$ cat src/rtl/sram_bus_if.sv
// SRAM-like request/response bundle: req/wr/size/addr/wdata with addr_ok, data_ok, rdata.
// The master drives the request fields and the slave returns the acceptance and response.
interface sram_bus_if;
    logic        req;
    logic        wr;
    logic [1:0]  size;
    logic [31:0] addr;
    logic [31:0] wdata;
    logic        addr_ok;
    logic        data_ok;
    logic [31:0] rdata;

    modport master (
        output req, wr, size, addr, wdata,
        input  addr_ok, data_ok, rdata
    );

    modport slave (
        input  req, wr, size, addr, wdata,
        output addr_ok, data_ok, rdata
    );
endinterface

$ cat src/rtl/sram_bus_arbiter.sv
// 2:1 ibus/dbus arbiter onto one SRAM-like port with a single transaction outstanding; dbus has priority.
// The grant is made combinationally in IDLE, so a request can be accepted in the same cycle; the losing master is stalled until the arbiter returns to IDLE.
module sram_bus_arbiter #(
    parameter int STARVE_LIMIT = 4
) (
    input  logic      clk,
    input  logic      rst,
    sram_bus_if.slave  ibus,
    sram_bus_if.slave  dbus,
    sram_bus_if.master mem,
    output logic      busy_o,
    output logic      owner_o
);
    localparam int SW = $clog2(STARVE_LIMIT + 1);
    localparam logic [SW-1:0] LIMIT = SW'(STARVE_LIMIT);

    localparam logic [1:0] S_IDLE = 2'd0;
    localparam logic [1:0] S_ADDR = 2'd1;
    localparam logic [1:0] S_DATA = 2'd2;

    logic [1:0]    state_q, state_d;
    logic          owner_q, owner_d;
    logic [SW-1:0] streak_q, streak_d;

    logic dbus_wins;
    logic grant;
    logic sel;
    logic req_out;
    logic resp;

    // ibus is forced through once dbus has won STARVE_LIMIT times in a row while ibus was waiting.
    assign dbus_wins = dbus.req && !(ibus.req && (streak_q == LIMIT));
    assign grant     = !rst && (state_q == S_IDLE) && (ibus.req || dbus.req);
    assign sel       = (state_q == S_IDLE) ? dbus_wins : owner_q;
    assign req_out   = grant || (!rst && (state_q == S_ADDR));

    assign mem.req   = req_out;
    assign mem.wr    = req_out && (sel ? dbus.wr : ibus.wr);
    assign mem.size  = req_out ? (sel ? dbus.size  : ibus.size)  : 2'b00;
    assign mem.addr  = req_out ? (sel ? dbus.addr  : ibus.addr)  : 32'h0;
    assign mem.wdata = req_out ? (sel ? dbus.wdata : ibus.wdata) : 32'h0;

    assign ibus.addr_ok = req_out && !sel && mem.addr_ok;
    assign dbus.addr_ok = req_out &&  sel && mem.addr_ok;

    // A data_ok outside DATA belongs to no live transaction and is dropped.
    assign resp         = !rst && (state_q == S_DATA) && mem.data_ok;
    assign ibus.data_ok = resp && !owner_q;
    assign dbus.data_ok = resp &&  owner_q;
    assign ibus.rdata   = rst ? 32'h0 : mem.rdata;
    assign dbus.rdata   = rst ? 32'h0 : mem.rdata;

    assign busy_o  = (state_q != S_IDLE);
    assign owner_o = owner_q;

    always_comb begin
        state_d  = state_q;
        owner_d  = owner_q;
        streak_d = streak_q;
        case (state_q)
            S_IDLE: begin
                if (grant) begin
                    owner_d = sel;
                    state_d = mem.addr_ok ? S_DATA : S_ADDR;
                    if (sel && ibus.req) begin
                        streak_d = (streak_q == LIMIT) ? LIMIT : streak_q + SW'(1);
                    end else begin
                        streak_d = '0;
                    end
                end
            end
            S_ADDR: begin
                if (mem.addr_ok) state_d = S_DATA;
            end
            S_DATA: begin
                if (mem.data_ok) state_d = S_IDLE;
            end
            default: state_d = S_IDLE;
        endcase
    end

    always_ff @(posedge clk) begin
        if (rst) begin
            state_q  <= S_IDLE;
            owner_q  <= 1'b0;
            streak_q <= '0;
        end else begin
            state_q  <= state_d;
            owner_q  <= owner_d;
            streak_q <= streak_d;
        end
    end
endmodule
$ cat src/flat_wrapper.sv
// flat-port wrapper written by rule: the top's interface ports become plain ports
module sram_bus_arbiter_flat 
#(
    parameter int STARVE_LIMIT = 4
)
  (clk, rst, busy_o, owner_o, ibus_req, ibus_wr, ibus_size, ibus_addr, ibus_wdata, ibus_addr_ok, ibus_data_ok, ibus_rdata, dbus_req, dbus_wr, dbus_size, dbus_addr, dbus_wdata, dbus_addr_ok, dbus_data_ok, dbus_rdata, mem_req, mem_wr, mem_size, mem_addr, mem_wdata, mem_addr_ok, mem_data_ok, mem_rdata);
  sram_bus_if ibus_i ();
  sram_bus_if dbus_i ();
  sram_bus_if mem_i ();
  input  logic clk;
  input  logic rst;
  output logic busy_o;
  output logic owner_o;
  input wire logic [$bits(ibus_i.req)-1:0] ibus_req;
  input wire logic [$bits(ibus_i.wr)-1:0] ibus_wr;
  input wire logic [$bits(ibus_i.size)-1:0] ibus_size;
  input wire logic [$bits(ibus_i.addr)-1:0] ibus_addr;
  input wire logic [$bits(ibus_i.wdata)-1:0] ibus_wdata;
  output wire logic [$bits(ibus_i.addr_ok)-1:0] ibus_addr_ok;
  output wire logic [$bits(ibus_i.data_ok)-1:0] ibus_data_ok;
  output wire logic [$bits(ibus_i.rdata)-1:0] ibus_rdata;
  input wire logic [$bits(dbus_i.req)-1:0] dbus_req;
  input wire logic [$bits(dbus_i.wr)-1:0] dbus_wr;
  input wire logic [$bits(dbus_i.size)-1:0] dbus_size;
  input wire logic [$bits(dbus_i.addr)-1:0] dbus_addr;
  input wire logic [$bits(dbus_i.wdata)-1:0] dbus_wdata;
  output wire logic [$bits(dbus_i.addr_ok)-1:0] dbus_addr_ok;
  output wire logic [$bits(dbus_i.data_ok)-1:0] dbus_data_ok;
  output wire logic [$bits(dbus_i.rdata)-1:0] dbus_rdata;
  output wire logic [$bits(mem_i.req)-1:0] mem_req;
  output wire logic [$bits(mem_i.wr)-1:0] mem_wr;
  output wire logic [$bits(mem_i.size)-1:0] mem_size;
  output wire logic [$bits(mem_i.addr)-1:0] mem_addr;
  output wire logic [$bits(mem_i.wdata)-1:0] mem_wdata;
  input wire logic [$bits(mem_i.addr_ok)-1:0] mem_addr_ok;
  input wire logic [$bits(mem_i.data_ok)-1:0] mem_data_ok;
  input wire logic [$bits(mem_i.rdata)-1:0] mem_rdata;
  assign ibus_i.req = ibus_req;
  assign ibus_i.wr = ibus_wr;
  assign ibus_i.size = ibus_size;
  assign ibus_i.addr = ibus_addr;
  assign ibus_i.wdata = ibus_wdata;
  assign ibus_addr_ok = ibus_i.addr_ok;
  assign ibus_data_ok = ibus_i.data_ok;
  assign ibus_rdata = ibus_i.rdata;
  assign dbus_i.req = dbus_req;
  assign dbus_i.wr = dbus_wr;
  assign dbus_i.size = dbus_size;
  assign dbus_i.addr = dbus_addr;
  assign dbus_i.wdata = dbus_wdata;
  assign dbus_addr_ok = dbus_i.addr_ok;
  assign dbus_data_ok = dbus_i.data_ok;
  assign dbus_rdata = dbus_i.rdata;
  assign mem_req = mem_i.req;
  assign mem_wr = mem_i.wr;
  assign mem_size = mem_i.size;
  assign mem_addr = mem_i.addr;
  assign mem_wdata = mem_i.wdata;
  assign mem_i.addr_ok = mem_addr_ok;
  assign mem_i.data_ok = mem_data_ok;
  assign mem_i.rdata = mem_rdata;
  sram_bus_arbiter #(.STARVE_LIMIT(STARVE_LIMIT)) u_core (.clk(clk), .rst(rst), .ibus(ibus_i), .dbus(dbus_i), .mem(mem_i), .busy_o(busy_o), .owner_o(owner_o));
endmodule
$ cat config.mk
export PLATFORM = sky130hd
export DESIGN_NAME = sram_bus_arbiter_flat
export DESIGN_NICKNAME = d
export VERILOG_FILES = /design/src/rtl/sram_bus_if.sv /design/src/rtl/sram_bus_arbiter.sv /design/src/flat_wrapper.sv
export SDC_FILE = /design/constraint.sdc
export NUM_CORES = 1
export LEC_CHECK = 0
export CAP_MARGIN = 20
export CORE_AREA = 3 3 118 120
export CTS_CLUSTER_SIZE = 12
export DETAILED_ROUTE_END_ITERATION = 7
export DIE_AREA = 0 0 121 123
export GPL_TIMING_DRIVEN = 1
export REMOVE_ABC_BUFFERS = 1
export SLEW_MARGIN = 5
export SYNTH_ARGS = -nofsm -noshare
export SYNTH_HDL_FRONTEND = slang
export SYNTH_SLANG_ARGS = --single-unit
$ cat constraint.sdc
create_clock -name clk -period 2.15 [get_ports clk]
set_input_delay 0.43 -clock clk [delete_from_list [all_inputs] [get_ports clk]]
set_output_delay 0.43 -clock clk [all_outputs]
set_load 0.1 [all_outputs]
# Word level (Yosys, flattened, before mapping)
# Cells that the tools add are included.
[classes]
muxes = 16
eq_ne = 6
reduce_logical = 25
add_sub_neg = 1
[ops]
columns = ["op", "count"]
rows = [
  ["$mux 32", 5],
  ["$logic_and 1x1->1", 15],
  ["$mux 2", 6],
  ["$mux 3", 2],
  ["$pmux 2 s3", 1],
  ["$logic_not 1->1", 4],
  ["$ne 2x2->1 const B", 2],
  ["$add 3x1->3 const B", 1],
  ["$eq 3x3->1 const B", 1],
  ["$reduce_and 3->1", 1],
  ["$eq 2x1->1 const B", 1],
  ["$eq 2x2->1 const B", 1],
  ["$logic_not 2->1", 1],
  ["$logic_or 1x1->1", 2],
  ["$mux 1", 2],
  ["$ne 2x1->1 const B", 1],
  ["$reduce_and 2->1", 1],
  ["$reduce_bool 2->1", 1],
]
[totals]
out_inout_bits = 138
reg_bits = 6

# Depth between registers and ports, before layout
[depth]
depth_word = 8
mapped_depth = 8

# Worst setup path after synthesis
# Ideal clock, no wire load.
[synth_timing]
kind = "register to output"
startpoint = "reg u_core.owner_q, in the netlist u_core.owner_o"
endpoint = "out dbus_data_ok"
t_arrival_ps = 4149
n_path_buf = 0
stages_incl_launch_ff = 2
slack_ps = -2429
path_cell_list = "dfxtp_1 > nor4b_1"
[synth_between]
elab_chain_cells = 1
[synth_lines]
columns = ["element", "line", "source"]
rows = [
  ["start: declaration", "sram_bus_arbiter.sv:22", "logic owner_q, owner_d;"],
  ["start signal: assignment", "sram_bus_arbiter.sv:89", "owner_q <= owner_d;"],
  ["$logic_and 1x1->1", "sram_bus_arbiter.sv:49", "assign dbus.data_ok = resp && owner_q;"],
  ["end: declaration", "flat_wrapper.sv:28", "output wire logic [$bits(dbus_i.data_ok)-1:0] dbus_data_ok;"],
]
# No other way between the ends.

# Final worst setup path
[layout_timing]
startpoint = "reg u_core.streak_q[1]"
endpoint = "out mem_addr[28]"
[layout_between]
elab_chain_cells = 7
[layout_lines]
columns = ["element", "line", "source"]
rows = [
  ["start: declaration", "sram_bus_arbiter.sv:23", "logic [SW-1:0] streak_q, streak_d;"],
  ["start signal: assignment", "sram_bus_arbiter.sv:90", "streak_q <= streak_d;"],
  ["$eq 3x3->1", "sram_bus_arbiter.sv:32", "assign dbus_wins = dbus.req && !(ibus.req && (streak_q == LIMIT));"],
  ["$logic_and 1x1->1", "sram_bus_arbiter.sv:32", ""],
  ["$logic_not 1->1", "sram_bus_arbiter.sv:32", ""],
  ["$logic_and 1x1->1", "sram_bus_arbiter.sv:32", ""],
  ["$mux 1", "sram_bus_arbiter.sv:34", "assign sel = (state_q == S_IDLE) ? dbus_wins : owner_q;"],
  ["$mux 32 (2 in a row)", "sram_bus_arbiter.sv:40", "assign mem.addr = req_out ? (sel ? dbus.addr : ibus.addr) : 32'h0;"],
  ["end: declaration", "flat_wrapper.sv:33", "output wire logic [$bits(mem_i.addr)-1:0] mem_addr;"],
]
# No other way between the ends.

==> tab_implementation.tex <==
\begin{tabular}{lr}
\hline
Metric & Value \\
\hline
\multicolumn{2}{l}{\textbf{Timing}} \\
Final WS setup & -0.330 ns \\
Setup repair after global routing missed its margin & true \\
Largest clock skew in the final design & about 0.00065 ns \\
Upper clock frequency limit & 0.403 GHz \\
Max\_slew headroom & 0.666 \\
Count of final max-slew check failures & 0 \\
Tightest Pin Transition & $\sim$0.50 ns \\
Final hold violation count & 0 \\
Total Negative Setup Slacks & -18.09 ns \\
Period minus WS final & $\sim$2.5 ns \\
Period Utilization, post-route & 1.15 \\
Hold\_ws & roughly 0.56 ns \\
Final setup vio count & 69 \\
\multicolumn{2}{l}{\textbf{Synth}} \\
Number of synthesis warnings & 0 \\
Cells after synthesis & 351 \\
Mapped cell area & 2350 sq um \\
Part of the Yosys area used for sequential elements & 0.0511 \\
Post-synthesis sequential element count & 6 \\
Number of enable flip-flop cells after synthesis & 0 \\
Yosys top cell by area & nand3\_1 \\
Dominant register cell in the synthesized netlist & dfxtp\_1 \\
Main area contributors after synthesis & nand3\_1, mux2i\_1, buf\_4 \\
Ys async rst share & 0 \\
Post-synth top area share & 0.290 \\
Mean Syn Cell Area & between 6 and 7 sq um \\
Count of cell types in the netlist & 30 \\
\multicolumn{2}{l}{\textbf{Placed design}} \\
GP Congestion & $\sim$0.81 \\
Total placed instance area & about 7100 sq um \\
Setup slack at placement & -0.557 ns \\
Detail Placement HPWL & 11300 microns \\
Number of input and output port buffers inserted & just over 300 \\
\multicolumn{2}{l}{\textbf{Flow run}} \\
Max\_cap viols & 0 \\
\multicolumn{2}{l}{\textbf{Global route}} \\
Pin count of the biggest net entering global routing & 63 \\
GRT overflow & 0 \\
First-pass GRT wire length & 23900 microns \\
GRT Resource Usage Total & 0.207 \\
Antenna violations before repair & 1 \\
Number of global-route vias before repair & around 4200 \\
\multicolumn{2}{l}{\textbf{Status}} \\
Run status & complete, but fails checks \\
Violations in the final reports & setup timing \\
\multicolumn{2}{l}{\textbf{Finish}} \\
Area grow syn2layout & 272\% \\
Number of nets in the finished design & approximately 850 \\
Number of antenna diodes & 0 \\
Fraction of final layout cells with drive strength greater than 1 & 0.479 \\
\# fillers & roughly 890 \\
Design Area, Final & between 8000 and 9000 sq um \\
\multicolumn{2}{l}{\textbf{Clock network}} \\
Number of H-tree levels & 1 \\
CTS Hold Buffers Added & 0 \\
TritonCTS buffer count & 3 \\
CTS sink cnt & 6 \\
Clock insertion delay at the later pin of the skew report & $\sim$0.23 ns \\
Clock transition time at the flip-flop clock pins of the worst setup and hold paths & approximately 0.04 ns \\
CTS tree & built \\
Library cell used as clock root buffer & clkbuf\_16 \\
Maximum buffer depth of the clock tree & 2 \\
\multicolumn{2}{l}{\textbf{Worst setup path}} \\
Kind of end point of the critical path & primary output \\
Cell depth of the worst flop-to-flop path & 13 \\
Worst reg-to-reg setup slack & 0.12 ns \\
Required time at the endpoint of the critical path & about 1.7 ns \\
Worst reg2reg startpoint & u\_core.streak\_q[0] \\
Critical path data arrival time & 2.05 ns \\
Beginning of the critical path & u\_core.streak\_q[1] \\
Highest fanout seen on the critical path & 8 \\
Type of element launching the critical path & flip-flop \\
Destination of the worst register-to-register timing path & u\_core.streak\_q[0] \\
Worst Setup Path Type & reg -> out \\
\multicolumn{2}{l}{\textbf{Floorplan}} \\
Vert. Die Dim & around 120 microns \\
I/O pins & just over 300 \\
Initial Utilization & 0.180 \\
Number of rows in the core area & 42 \\
Die Outline Area & between 10000 and 15000 sq um \\
Core Area & around 13000 sq um \\
Die W & 121 microns \\
\multicolumn{2}{l}{\textbf{Routing}} \\
Routed wire per std cell & 19.4 microns \\
First-pass DRT Iterations & 4 \\
Vias after detailed routing & 4040 \\
Total routed wirelength & around 17000 microns \\
Antenna-violating nets left & 0 \\
DRC errors left & 0 \\
Number of violations reported at the end of detailed-routing iteration 0 & $\sim$180 \\
Vias/cell & between 4 and 5 \\
\multicolumn{2}{l}{\textbf{Pwr}} \\
IR Drop Worst-Case VDD & about 0.00025 V \\
Final total power & 4.28 mW \\
Total power divided by cell area & 489 nW/um\^{}2 \\
Leakage power & about 3.4 nW \\
\multicolumn{2}{l}{\textbf{Min path}} \\
Number of cells traversed by the worst hold path & 4 \\
Min-Delay Endpoint & u\_core.owner\_o \\
Hold Crit Class & in -> reg \\
Start point of the worst hold path & ibus\_req \\
\hline
\end{tabular}
==> cell type report <==
cell class / instances / area [sq um] / area share
multi-input cells: 266 / 2630 / 0.301
inverters: 5 / 21.3 / 0.00243
clock buffers: 3 / 75.1 / 0.00858
flip-flops and latches: 6 / 125 / 0.0143
well taps: 176 / 220 / 0.0252
repair buffers: 395 / 5680 / 0.649
==> synthesized netlist by cell type (2+ instances only) <==
master / n
nand3_1: 136
mux2i_1: 67
buf_4: 38
nor2b_1: 32
clkbuf_1: 21
buf_2: 12
dfxtp_1: 6
inv_1: 5
a21oi_1: 4
nor2_1: 3
nor3_1: 3
ha_1: 2
nand2_1: 2
nand2b_1: 2
nand3b_1: 2
o21ai_0: 2
==> stage by stage <==
step | util | instances
finish | 0.669 | 851
global route | 0.669 | 851
CTS | 0.655 | 851
detailed placement | 0.543 | 809
global placement | 0.543 | 809
floorplan | - | 277
==> layout by cell type (no fill, tap or decap), types with 2 or more instances in the layout <==
master	count
a21oi_1	4
buf_12	154
buf_16	10
buf_4	46
buf_6	10
bufbuf_16	4
clkbuf_16	4
clkdlybuf4s50_1	168
dfxtp_1	2
dfxtp_2	4
inv_1	2
inv_2	2
mux2i_1	5
mux2i_2	9
mux2i_4	53
nand2b_1	2
nand3_1	122
nand3_2	11
nand3_4	3
nand3b_1	2
nor2_1	2
nor2b_1	32
nor3b_4	2
o21ai_0	2
==> cells by family after synthesis <==
kind of cell               share of synthesized area
buffers and inverters                          0.201
and+or+nand+nor                                0.424
AOI/OAI and AO/OA                             0.0277
adders and majority gates                     0.0106
muxes                                          0.285
DFF                                           0.0511
==> worst max-delay path by stage <==
stage               slack [ns]             to
floorplan                -5.63   dbus_addr_ok
global placement         -0.54  mem_wdata[31]
detailed placement       -0.56    mem_addr[3]
CTS                      -0.28  mem_wdata[22]
global route             -0.39   mem_addr[28]
finish                   -0.33   mem_addr[28]
==> flip-flops by register name, summed over array words and instances, names as in the netlist <==
register	count
u_core.state_q	2
u_core.owner_o	1
u_core.streak_q	3
==> critical path, cell delays in order, from the launching register on <==
cell,delay [ns]
dfxtp_2,0.33
inv_2,0.08
ha_4,0.15
nand3_4,0.08
a22oi_2,0.16
buf_6,0.16
buf_6,0.14
buf_12,0.16
mux2i_4,0.24
buf_4,0.14
buf_12,0.16
==> where the power goes <==
group	switching, mW	internal [mW]
sequential	0.00632	0.119
clock	0.0768	0.240
combinational	2.18	1.65
total	2.27	2.01
==> routing by layer <==
metal  vias to the layer above  GRT usage  share of wire
met5                         -          0        0.00067
met4                         2     0.0637          0.024
met3                        28     0.0576          0.093
met2                       232      0.395           0.54
met1                      1895      0.220           0.34
li1                       1883          -              -
==> what timing repair did <==
action	CTS	global route
resized for setup	161	25
setup endpoints to repair	136	72
pin swaps	4	5
buffers inserted	26	3
gates cloned	13	1
No activity file was read; power rests on OpenSTA's default activity.
